$ cat src/rtl/morse_pkg.sv
// Shared Morse definitions: symbol codes, unit multipliers and the transmit FSM encoding.
// The decoder uses the same symbol constants.
package morse_pkg;

  localparam logic [1:0] SYM_NONE = 2'b00;
  localparam logic [1:0] SYM_DOT  = 2'b01;
  localparam logic [1:0] SYM_DASH = 2'b10;

  localparam int DOT_UNITS        = 1;
  localparam int DASH_UNITS       = 3;
  localparam int SYM_GAP_UNITS    = 1;
  localparam int LETTER_GAP_UNITS = 3;
  localparam int WORD_GAP_UNITS   = 4;

  typedef enum logic [2:0] {
    IDLE  = 3'd0,
    MARK  = 3'd1,
    SPACE = 3'd2,
    LGAP  = 3'd3,
    WGAP  = 3'd4
  } morse_state_e;

  // Five left-aligned slots; bits [9:8] hold the first symbol sent.
  typedef logic [9:0] morse_code_t;

  function automatic logic [1:0] slotOf(input morse_code_t code, input logic [2:0] idx);
    logic [1:0] sym;
    sym = SYM_NONE;
    case (idx)
      3'd0: sym = code[9:8];
      3'd1: sym = code[7:6];
      3'd2: sym = code[5:4];
      3'd3: sym = code[3:2];
      3'd4: sym = code[1:0];
      default: sym = SYM_NONE;
    endcase
    return sym;
  endfunction

endpackage

$ cat src/rtl/morse_encoder_tx_if.sv
// Character handshake plus keying and symbol-slot outputs of the Morse transmitter.
interface morse_encoder_tx_if;
  logic [7:0] ascii_char;
  logic       start;
  logic       ready;
  logic       key_out;
  logic [1:0] morse_one;
  logic [1:0] morse_two;
  logic [1:0] morse_three;
  logic [1:0] morse_four;
  logic [1:0] morse_five;
  logic       letter_done;
  logic       done;
  logic       invalid;

  modport master (
    output ascii_char, start,
    input  ready, key_out, morse_one, morse_two, morse_three, morse_four, morse_five,
    input  letter_done, done, invalid
  );

  modport slave (
    input  ascii_char, start,
    output ready, key_out, morse_one, morse_two, morse_three, morse_four, morse_five,
    output letter_done, done, invalid
  );
endinterface

$ cat src/rtl/morse_lookup.sv
// Combinational ASCII to Morse slot table; lowercase folds to uppercase.
// The decoder's table is the exact inverse of this one.
module morse_lookup
  import morse_pkg::*;
(
  input  logic [7:0]  ascii_i,
  output morse_code_t code_o,
  output logic        supported_o,
  output logic        is_space_o
);

  logic [7:0] upperChar;

  always_comb begin
    upperChar   = (ascii_i >= 8'h61 && ascii_i <= 8'h7A) ? (ascii_i - 8'h20) : ascii_i;
    code_o      = '0;
    supported_o = 1'b1;
    is_space_o  = 1'b0;
    case (upperChar)
      8'h41: code_o = 10'b01_10_00_00_00; // A .-
      8'h42: code_o = 10'b10_01_01_01_00; // B -...
      8'h43: code_o = 10'b10_01_10_01_00; // C -.-.
      8'h44: code_o = 10'b10_01_01_00_00; // D -..
      8'h45: code_o = 10'b01_00_00_00_00; // E .
      8'h46: code_o = 10'b01_01_10_01_00; // F ..-.
      8'h47: code_o = 10'b10_10_01_00_00; // G --.
      8'h48: code_o = 10'b01_01_01_01_00; // H ....
      8'h49: code_o = 10'b01_01_00_00_00; // I ..
      8'h4A: code_o = 10'b01_10_10_10_00; // J .---
      8'h4B: code_o = 10'b10_01_10_00_00; // K -.-
      8'h4C: code_o = 10'b01_10_01_01_00; // L .-..
      8'h4D: code_o = 10'b10_10_00_00_00; // M --
      8'h4E: code_o = 10'b10_01_00_00_00; // N -.
      8'h4F: code_o = 10'b10_10_10_00_00; // O ---
      8'h50: code_o = 10'b01_10_10_01_00; // P .--.
      8'h51: code_o = 10'b10_10_01_10_00; // Q --.-
      8'h52: code_o = 10'b01_10_01_00_00; // R .-.
      8'h53: code_o = 10'b01_01_01_00_00; // S ...
      8'h54: code_o = 10'b10_00_00_00_00; // T -
      8'h55: code_o = 10'b01_01_10_00_00; // U ..-
      8'h56: code_o = 10'b01_01_01_10_00; // V ...-
      8'h57: code_o = 10'b01_10_10_00_00; // W .--
      8'h58: code_o = 10'b10_01_01_10_00; // X -..-
      8'h59: code_o = 10'b10_01_10_10_00; // Y -.--
      8'h5A: code_o = 10'b10_10_01_01_00; // Z --..
      8'h30: code_o = 10'b10_10_10_10_10; // 0
      8'h31: code_o = 10'b01_10_10_10_10; // 1
      8'h32: code_o = 10'b01_01_10_10_10; // 2
      8'h33: code_o = 10'b01_01_01_10_10; // 3
      8'h34: code_o = 10'b01_01_01_01_10; // 4
      8'h35: code_o = 10'b01_01_01_01_01; // 5
      8'h36: code_o = 10'b10_01_01_01_01; // 6
      8'h37: code_o = 10'b10_10_01_01_01; // 7
      8'h38: code_o = 10'b10_10_10_01_01; // 8
      8'h39: code_o = 10'b10_10_10_10_01; // 9
      8'h20: is_space_o = 1'b1;
      default: supported_o = 1'b0;
    endcase
  end

endmodule

$ cat src/rtl/morse_encoder_tx.sv
// Morse transmitter: one ASCII character per handshake, timed on/off keying and
// decoder-compatible symbol slots with a completion pulse.
module morse_encoder_tx
  import morse_pkg::*;
#(
  parameter int UNIT_CYCLES = 5000000,
  parameter int CNT_W       = $clog2(7 * UNIT_CYCLES + 1)
) (
  input logic                clk,
  input logic                reset,
  morse_encoder_tx_if.slave  bus
);

  localparam logic [CNT_W-1:0] DOT_LOAD   = CNT_W'(DOT_UNITS * UNIT_CYCLES - 1);
  localparam logic [CNT_W-1:0] DASH_LOAD  = CNT_W'(DASH_UNITS * UNIT_CYCLES - 1);
  localparam logic [CNT_W-1:0] SGAP_LOAD  = CNT_W'(SYM_GAP_UNITS * UNIT_CYCLES - 1);
  localparam logic [CNT_W-1:0] LGAP_LOAD  = CNT_W'(LETTER_GAP_UNITS * UNIT_CYCLES - 1);
  localparam logic [CNT_W-1:0] WGAP_LOAD  = CNT_W'(WORD_GAP_UNITS * UNIT_CYCLES - 1);

  morse_state_e     state_q, state_d;
  logic [CNT_W-1:0] cnt_q, cnt_d;
  logic [2:0]       idx_q, idx_d;
  morse_code_t      slots_q, slots_d;
  logic             key_q, key_d;
  logic             done_q, done_d;
  logic             invalid_q, invalid_d;

  morse_code_t lookupCode;
  logic        lookupSupported;
  logic        lookupSpace;
  logic [1:0]  nextSym;

  morse_lookup u_lookup (
    .ascii_i     (bus.ascii_char),
    .code_o      (lookupCode),
    .supported_o (lookupSupported),
    .is_space_o  (lookupSpace)
  );

  function automatic logic [CNT_W-1:0] markLoad(input logic [1:0] sym);
    return (sym == SYM_DASH) ? DASH_LOAD : DOT_LOAD;
  endfunction

  always_ff @(posedge clk) begin
    if (reset) begin
      state_q   <= IDLE;
      cnt_q     <= '0;
      idx_q     <= '0;
      slots_q   <= '0;
      key_q     <= 1'b0;
      done_q    <= 1'b0;
      invalid_q <= 1'b0;
    end else begin
      state_q   <= state_d;
      cnt_q     <= cnt_d;
      idx_q     <= idx_d;
      slots_q   <= slots_d;
      key_q     <= key_d;
      done_q    <= done_d;
      invalid_q <= invalid_d;
    end
  end

  // Each timed state loads duration-1 on entry and leaves when the counter hits zero.
  always_comb begin
    state_d   = state_q;
    cnt_d     = cnt_q;
    idx_d     = idx_q;
    slots_d   = slots_q;
    key_d     = key_q;
    done_d    = 1'b0;
    invalid_d = 1'b0;
    nextSym   = slotOf(slots_q, idx_q + 3'd1);

    case (state_q)
      IDLE: begin
        key_d = 1'b0;
        if (bus.start) begin
          if (lookupSpace) begin
            slots_d = '0;
            state_d = WGAP;
            cnt_d   = WGAP_LOAD;
          end else if (lookupSupported) begin
            slots_d = lookupCode;
            idx_d   = 3'd0;
            state_d = MARK;
            key_d   = 1'b1;
            cnt_d   = markLoad(slotOf(lookupCode, 3'd0));
          end else begin
            invalid_d = 1'b1;
          end
        end
      end
      MARK: begin
        if (cnt_q == '0) begin
          key_d = 1'b0;
          if (idx_q < 3'd4 && nextSym != SYM_NONE) begin
            state_d = SPACE;
            cnt_d   = SGAP_LOAD;
          end else begin
            state_d = LGAP;
            cnt_d   = LGAP_LOAD;
          end
        end else begin
          cnt_d = cnt_q - 1'b1;
        end
      end
      SPACE: begin
        if (cnt_q == '0) begin
          idx_d   = idx_q + 3'd1;
          state_d = MARK;
          key_d   = 1'b1;
          cnt_d   = markLoad(nextSym);
        end else begin
          cnt_d = cnt_q - 1'b1;
        end
      end
      LGAP, WGAP: begin
        key_d = 1'b0;
        if (cnt_q == '0) begin
          state_d = IDLE;
          done_d  = 1'b1;
        end else begin
          cnt_d = cnt_q - 1'b1;
        end
      end
      default: begin
        state_d = IDLE;
        key_d   = 1'b0;
        cnt_d   = '0;
      end
    endcase
  end

  assign bus.ready       = (state_q == IDLE);
  assign bus.key_out     = key_q;
  assign bus.done        = done_q;
  assign bus.letter_done = done_q;
  assign bus.invalid     = invalid_q;
  assign bus.morse_one   = slots_q[9:8];
  assign bus.morse_two   = slots_q[7:6];
  assign bus.morse_three = slots_q[5:4];
  assign bus.morse_four  = slots_q[3:2];
  assign bus.morse_five  = slots_q[1:0];

endmodule

$ cat src/flat_wrapper.sv
// flat-port wrapper written by rule: the top's interface ports become plain ports
module morse_encoder_tx_flat import morse_pkg::*;
#(
  parameter int UNIT_CYCLES = 5000000,
  parameter int CNT_W       = $clog2(7 * UNIT_CYCLES + 1)
)
  (clk, reset, bus_ascii_char, bus_start, bus_ready, bus_key_out, bus_morse_one, bus_morse_two, bus_morse_three, bus_morse_four, bus_morse_five, bus_letter_done, bus_done, bus_invalid);
  morse_encoder_tx_if bus_i ();
  input logic clk;
  input logic reset;
  input wire logic [$bits(bus_i.ascii_char)-1:0] bus_ascii_char;
  input wire logic [$bits(bus_i.start)-1:0] bus_start;
  output wire logic [$bits(bus_i.ready)-1:0] bus_ready;
  output wire logic [$bits(bus_i.key_out)-1:0] bus_key_out;
  output wire logic [$bits(bus_i.morse_one)-1:0] bus_morse_one;
  output wire logic [$bits(bus_i.morse_two)-1:0] bus_morse_two;
  output wire logic [$bits(bus_i.morse_three)-1:0] bus_morse_three;
  output wire logic [$bits(bus_i.morse_four)-1:0] bus_morse_four;
  output wire logic [$bits(bus_i.morse_five)-1:0] bus_morse_five;
  output wire logic [$bits(bus_i.letter_done)-1:0] bus_letter_done;
  output wire logic [$bits(bus_i.done)-1:0] bus_done;
  output wire logic [$bits(bus_i.invalid)-1:0] bus_invalid;
  assign bus_i.ascii_char = bus_ascii_char;
  assign bus_i.start = bus_start;
  assign bus_ready = bus_i.ready;
  assign bus_key_out = bus_i.key_out;
  assign bus_morse_one = bus_i.morse_one;
  assign bus_morse_two = bus_i.morse_two;
  assign bus_morse_three = bus_i.morse_three;
  assign bus_morse_four = bus_i.morse_four;
  assign bus_morse_five = bus_i.morse_five;
  assign bus_letter_done = bus_i.letter_done;
  assign bus_done = bus_i.done;
  assign bus_invalid = bus_i.invalid;
  morse_encoder_tx #(.UNIT_CYCLES(UNIT_CYCLES), .CNT_W(CNT_W)) u_core (.clk(clk), .reset(reset), .bus(bus_i));
endmodule
$ cat config.mk
export PLATFORM = sky130hd
export DESIGN_NAME = morse_encoder_tx_flat
export DESIGN_NICKNAME = d
export VERILOG_FILES = /design/src/rtl/morse_pkg.sv /design/src/rtl/morse_encoder_tx_if.sv /design/src/rtl/morse_lookup.sv /design/src/rtl/morse_encoder_tx.sv /design/src/flat_wrapper.sv
export SDC_FILE = /design/constraint.sdc
export NUM_CORES = 1
export LEC_CHECK = 0
export ABC_AREA = 0
export CORE_AREA = 5 5 88 90
export DETAILED_ROUTE_END_ITERATION = 6
export DIE_AREA = 0 0 93 95
export PLACE_DENSITY = 0.76
export SYNTH_ARGS = -nofsm -noshare
export SYNTH_HDL_FRONTEND = slang
export SYNTH_SLANG_ARGS = --single-unit
$ cat constraint.sdc
create_clock -name clk -period 3.2 [get_ports clk]
set_clock_uncertainty 0.2 [all_clocks]
set_input_delay 0.96 -clock clk [delete_from_list [all_inputs] [get_ports clk]]
set_output_delay 0.96 -clock clk [all_outputs]
set_load 0.02 [all_outputs]
Yosys cells after proc, flatten, opt, wreduce, memory -nomap -nowiden

Cells that the tools add are included.

Word-level logic and storage cells: 130
Input bits: 11
Bits in registers: 45

Add/subtract/negate cells: 3
Eq/ne operators: 55
Multiplexer cells: 42
Reduce and logical (&&, ||, !) cells: 17
Bitwise gates (word level): 3
Magnitude comparators: 3

Operator list:

| operator                | count |
|---|---|
| $pmux W10 S36           | 1 |
| $eq A8 B7 Y1 const B    | 26 |
| $mux W26                | 6 |
| $pmux W26 S4            | 1 |
| $eq A8 B6 Y1 const B    | 11 |
| $mux W24                | 3 |
| $reduce_or A37 Y1       | 1 |
| $mux W3                 | 10 |
| $logic_not A26 Y1       | 1 |
| $sub A26 B1 Y26 const B | 1 |
| $mux W10                | 2 |
| $eq A3 B2 Y1 const B    | 4 |
| $pmux W3 S4             | 1 |
| $mux W1                 | 10 |
| $pmux W2 S5             | 1 |
| $reduce_and A5 Y1       | 2 |
| $ge A8 B7 Y1 const B    | 1 |
| $le A8 B7 Y1 const B    | 1 |
| $mux W2                 | 4 |
| $mux W8                 | 1 |
| $ne A2 B1 Y1 const B    | 4 |
| $sub A8 B6 Y8 const B   | 1 |
| $eq A3 B1 Y1 const B    | 2 |
| $eq A3 B3 Y1 const B    | 2 |
| 15 further kinds        | 26 |

Longest topological paths before layout

Gate-level depths: netlist of the first run.

Word-level depth: 16
Mapped depth: 11
Gate-level depth less buffers: 9

Modules after synthesis

Synthesis of the first run repeated with hierarchy kept, for this count alone.

Cell total of the unflattened synthesis: 487
Area total of the unflattened synthesis: 3560.9 um2

Modules (own cells, without submodules):

| module           | cells each | instances | area each (um2) |
|---|---|---|---|
| morse_encoder_tx | 364        | 1         | 2803.9 |
| morse_lookup     | 123        | 1         | 757.0 |

Worst setup path before layout of the first run

Ideal clock, no wire load.

Kind: input -> register
Start point: input bus_ascii_char[5]
End point: register u_core.cnt_q[8]
Arrival time: 2943 ps
Required time: 2883 ps
Stages on the path: 10
Slack: -60 ps
Cell sequence: inv_1 ha_1 o21ai_0 nand3b_1 o41ai_1 or4b_1 o211a_2 buf_6 o21ai_0 a32o_1

Cells in the longest elaborated chain, start to end: 8
Elaborated cells between the ends (all ways): 50
Those cells by class: add/sub: 1; order compare: 2; eq/ne: 38; mux: 6; reduce/logical: 3

RTL lines:

| item                                                               | RTL line                                   | text |
|---|---|---|
| start: declaration                                                 | flat_wrapper.sv:11                         | `input wire logic [$bits(bus_i.ascii_char)-1:0] bus_ascii_char;` |
| $ge A8 B7 Y1 / $le A8 B7 Y1 (equally long branches)                | morse_lookup.sv:15                         | `upperChar = (ascii_i >= 8'h61 && ascii_i <= 8'h7A) ? (ascii_i - 8'h20) : ascii_i;` |
| $logic_and A1 B1 Y1                                                | morse_lookup.sv:15                         |  |
| $mux W8 *                                                          | morse_lookup.sv:15                         |  |
| $eq A8 B6 Y1 / $eq A8 B7 Y1 (equally long branches)                | morse_lookup.sv:19                         | `case (upperChar)` |
| $reduce_or A37 Y1 (no line) / $mux W1 (equally long branches)      | n/a                                        |  |
| $mux W1 / $mux W26 (equally long branches)                         | morse_lookup.sv:19, morse_encoder_tx.sv:79 |  |
| $ne A3 B1 Y1 (no line) / $mux W26 (equally long branches)          | n/a                                        |  |
| $reduce_and A3 Y1 (no line) / $pmux W26 S4 (equally long branches) | n/a                                        |  |
| end signal: assignment                                             | morse_encoder_tx.sv:55                     | `cnt_q <= cnt_d;` |
| end: declaration                                                   | morse_encoder_tx.sv:21                     | `logic [CNT_W-1:0] cnt_q, cnt_d;` |

Mark *: on every way between the ends. The rest lies on a longest branch, timed or not. The select of a mux whose other input is x is not followed.
A chain may end at the register's enable or synchronous reset.

Worst setup path in the final report of the first run

Start point: input bus_ascii_char[6]
End point: register u_core.cnt_q[7]

Cells in the longest elaborated chain, start to end: 15
Elaborated cells between the ends (all ways): 58
Those cells by class: add/sub: 1; order compare: 2; eq/ne: 39; mux: 13; reduce/logical: 3

RTL lines:

| item                                                | RTL line               | text |
|---|---|---|
| $ge A8 B7 Y1 / $le A8 B7 Y1 (equally long branches) | morse_lookup.sv:15     |  |
| $logic_and A1 B1 Y1                                 | morse_lookup.sv:15     |  |
| $mux W8 *                                           | morse_lookup.sv:15     |  |
| $eq A8 B6 Y1 / $eq A8 B7 Y1 (equally long branches) | morse_lookup.sv:19     |  |
| $pmux W10 S36                                       | morse_lookup.sv:19     |  |
| $mux W2                                             | morse_encoder_tx.sv:83 | `end else if (lookupSupported) begin` |
| $mux W2                                             | morse_encoder_tx.sv:79 | `if (lookupSpace) begin` |
| $mux W2                                             | morse_encoder_tx.sv:78 | `if (bus.start) begin` |
| $mux W2                                             | morse_encoder_tx.sv:75 | `case (state_q)` |
| $eq A2 B2 Y1                                        | morse_encoder_tx.sv:41 | `return (sym == SYM_DASH) ? DASH_LOAD : DOT_LOAD;` |
| $mux W24                                            | morse_encoder_tx.sv:41 |  |
| $mux W26                                            | morse_encoder_tx.sv:83 |  |
| $mux W26                                            | morse_encoder_tx.sv:79 |  |
| $mux W26                                            | morse_encoder_tx.sv:78 |  |
| $pmux W26 S4                                        | morse_encoder_tx.sv:75 |  |

Marks and branches as above.

==> summary.txt, run 1 <==
Status
  – Outcome: finished clean

Clock tree
  – # hold bufs at CTS: 0
  – Clk root buf: clkbuf_8
  – Clk sinks: 45
  – Reg clk slew, reported paths: 0.09 ns
  – CTS tree: done
  – TritonCTS Buffers: 5
  – # H-tree levels: 2
  – Clk Latency, worst-skew pair: 0.30 ns
  – CTS Buffer Depth: 2

Layout
  – N_diodes: 0
  – Total Nets Final: 601
  – Fill count: 574
  – Share of cells above drive strength 1: 0.2744
  – Post-Layout Cell Count: 665
  – Util after Layout: 0.6839
  – Area grow syn2layout: 33.24%

Die
  – FP Rows: 31
  – Core ar.: 0.006982 mm2
  – Die W: just over 90 um
  – Die area: 0.008835 mm2
  – IO Pins: 26
  – Initial core utilization: 0.5133
  – Die height: 95 um

Setup path
  – Reg2Reg Depth: 7
  – Kind of start point of the critical path: input pin
  – Max FO, Critical Path: 5
  – Crit. End Element: register
  – CP Data Arrival Time: 3.18 ns
  – Worst EP required: 3.20 ns
  – CP Class: input pin to register

Logic synthesis
  – Ys flop type: dfxtp_1
  – Async set-reset flop share out of synthesis: 0
  – Dominant cell type by area after synthesis: dfxtp_1
  – Synth Warn #: 0
  – Avg Cell Area, Syn: between 7 and 8 um2
  – Synthesized area: 0.003583 mm2
  – Top post-synthesis cells by area: dfxtp_1 (25%), o21ai_0 (5.7%), nand2_1 (5.1%)
  – Syn Inst Count: 481
  – Seq/Total Area, Yosys: 0.2514
  – Unique masters post-synth: 71
  – Area share of the largest cell type after synthesis: 0.2514
  – Syn_nets: 500
  – Yosys reg bits: 45
  – EDFF count, synth: 0

Detailed routing
  – Drc violations: 0
  – Avg WL per Cell: roughly 19 um
  – Vias per cell: 6.725
  – Iteration-0 DRC count of the detailed router: approximately 540
  – Initial DRT Pass Iterations: 6
  – DR vias: 4472
  – Antenna-violating nets left: 0
  – Post-Route WL: 12700 um

Power
  – Power per cell area: 614.8 mW/mm2
  – Lkg Pwr: approximately 0.0019 uW
  – Power, Total: roughly 2900 uW
  – Worst VDD drop: 0.2819 mV

Timing
  – Setup Viol. Count Final: 0
  – Period Utilization, post-route: 0.9932
  – Max Freq: 314.6 MHz
  – Tightest Pin Transition: 0.6526 ns
  – Sum Neg Setup Slack: 0 ns
  – Count of final max-slew check failures: 0
  – Max-Slew Margin vs Limit: 0.5610
  – Post-route minimum period: 3.178 ns
  – Final WS setup: about 0.022 ns
  – Hold Fails Final Rpt: 0

Global routing
  – GRT Resource Usage Total: 0.2823
  – GR Overflow Total: 0
  – Initial antenna violation count: 0
  – Pin count of the biggest net entering global routing: 19
  – Vias in the first global route: around 4200
  – First-pass GRT wire length: 20440 um

Hold path
  – Min-Delay Path Class: register to register
  – Worst hold path depth: 2

Place
  – GP Congestion: 0.9139
  – Place WS: -0.7820 ns
  – Placed cell count: 645
  – IO buf count: 25
  – Dpl hpwl: 8990 um

Run
  – Max cap viols: 0
[cell usage in the layout, fill, tap and decap left out, types with 4 or more instances in the layout]
master / synthesis / final
nand2b_1: 8 / 7
clkbuf_8: 0 / 5
o2bb2ai_1: 6 / 6
a221o_1: 4 / 4
o31ai_1: 5 / 5
clkdlybuf4s50_1: 0 / 17
a32o_1: 14 / 12
nand2_1: 49 / 49
or2_2: 4 / 4
a21o_1: 4 / 4
a211oi_1: 5 / 4
buf_4: 3 / 91
nor3_1: 12 / 9
a22oi_1: 6 / 6
a21oi_1: 35 / 33
ha_1: 8 / 7
o21ai_0: 41 / 37
nor3b_1: 5 / 4
nor2b_1: 8 / 8
or4_1: 4 / 4
nor2_1: 40 / 40
clkbuf_2: 0 / 7
a22o_1: 10 / 10
nor2_2: 4 / 4
nor4_1: 11 / 8
xor2_1: 5 / 5
o211ai_1: 4 / 4
nand4_1: 6 / 6
buf_6: 3 / 9
o32ai_1: 4 / 4
a31oi_1: 9 / 9
or3_1: 6 / 5
dfxtp_1: 45 / 45
inv_1: 17 / 15
nand3_1: 17 / 17
[critical path, stage by stage]
cell and delay (ns):
clkbuf_2 0.10, inv_2 0.05, ha_4 0.26, o21ai_2 0.06, nand3b_1 0.17, buf_6 0.14, a211oi_2 0.04, or4b_4 0.57
o211ai_4 0.31, buf_6 0.19, nor4_2 0.04, a221o_1 0.28
[cells by family (layout without fill, tap and decap cells)]
group / count (synthesis) / after routing / synth area share
buffers and inverters: 51 / 152 / 0.06669
multiplexers: 1 / 1 / 0.003142
AO/OA/AOI/OAI: 181 / 181 / 0.3576
adder cells (fa/ha/maj): 8 / 8 / 0.02793
XOR/XNOR: 6 / 6 / 0.01466
flip-flops: 45 / 45 / 0.2514
AND/OR/NAND/NOR: 189 / 190 / 0.2786
[per-stage QoR]
step,instance area [um2],hold slack (ns)
3_3_place_gp,4461,0.2496
2_1_floorplan,3591,0.2306
6_report,4775,0.2683
5_1_grt,4775,0.3142
3_5_place_dp,4461,0.2543
4_1_cts,4703,0.2691
[repair_timing]
action	4_1_cts	5_1_grt
cloned	2	1
setup endpoints to repair	42	37
setup buffers	5	4
pin swaps	10	11
resized for setup	41	25
[state kept, by name, summed over array words and instances, names as in the netlist]
| register | flops |
|---|---|
| u_core.bus.invalid | 1 |
| u_core.cnt_q | 26 |
| u_core.slots_q | 10 |
| u_core.idx_q | 3 |
| u_core.state_q | 3 |
| u_core.bus.done | 1 |
| u_core.bus.key_out | 1 |
[final timing paths]
| kind | endpoint | slack, ns | startpoint |
|---|---|---|---|
| worst max-delay path | u_core.cnt_q[7] | 0.02 | bus_ascii_char[6] |
| worst min-delay path | u_core.cnt_q[25] | 0.27 | u_core.cnt_q[25] |
| worst min register to register | u_core.cnt_q[25] | 0.27 | u_core.cnt_q[25] |
| worst max register to register | u_core.cnt_q[21] | 0.19 | u_core.cnt_q[0] |
[cells in the mapped netlist, types with 9 or more instances]
| cell type | n |
|---|---|
| inv_1 | 17 |
| nand2_1 | 49 |
| buf_2 | 11 |
| a22o_1 | 10 |
| o21ai_0 | 41 |
| a21oi_1 | 35 |
| nor3_1 | 12 |
| a31oi_1 | 9 |
| a32o_1 | 14 |
| nor2_1 | 40 |
| nor4_1 | 11 |
| nand3_1 | 17 |
| clkbuf_1 | 13 |
| dfxtp_1 | 45 |
[routing by layer]
metal	vias to the layer above	GRT usage	wire [um]
met5	-	0	0
met3	57	0.03028	1069
li1	2051	-	-
met4	0	0.1123	382
met1	2068	0.3585	5134
met2	296	0.4895	6110
[report_power, final]
group | internal, uW | leakage (uW) | total (uW) | switching, uW
clock | 152 | 0.0000450 | 348 | 197
sequential | 632 | 0.000365 | 713 | 81.3
combinational | 719 | 0.00150 | 1870 | 1150
total | 1500 | 0.00191 | 2940 | 1430
[area by class of cell]
type	instances	area (um2)	share of cell area
clock buffer	6	72.57	0.01520
clock inverter	2	10.01	0.002096
inverter	18	67.56	0.01415
multi-input combinational	386	2603	0.5451
tap	82	102.6	0.02149
timing repair buffer	126	1018	0.2133
sequential	45	900.9	0.1887
Power figures use the tool's default switching activity.
==> run 2: changes to the inputs <==
--- a/config.mk
+++ b/config.mk
@@ -13,3 +13,4 @@
 export SYNTH_ARGS = -nofsm -noshare
 export SYNTH_HDL_FRONTEND = slang
 export SYNTH_SLANG_ARGS = --single-unit
+export TNS_END_PERCENT = 5
==> results of run 2 <==
Final layout, timing and power as in run 1 (identical DEF).
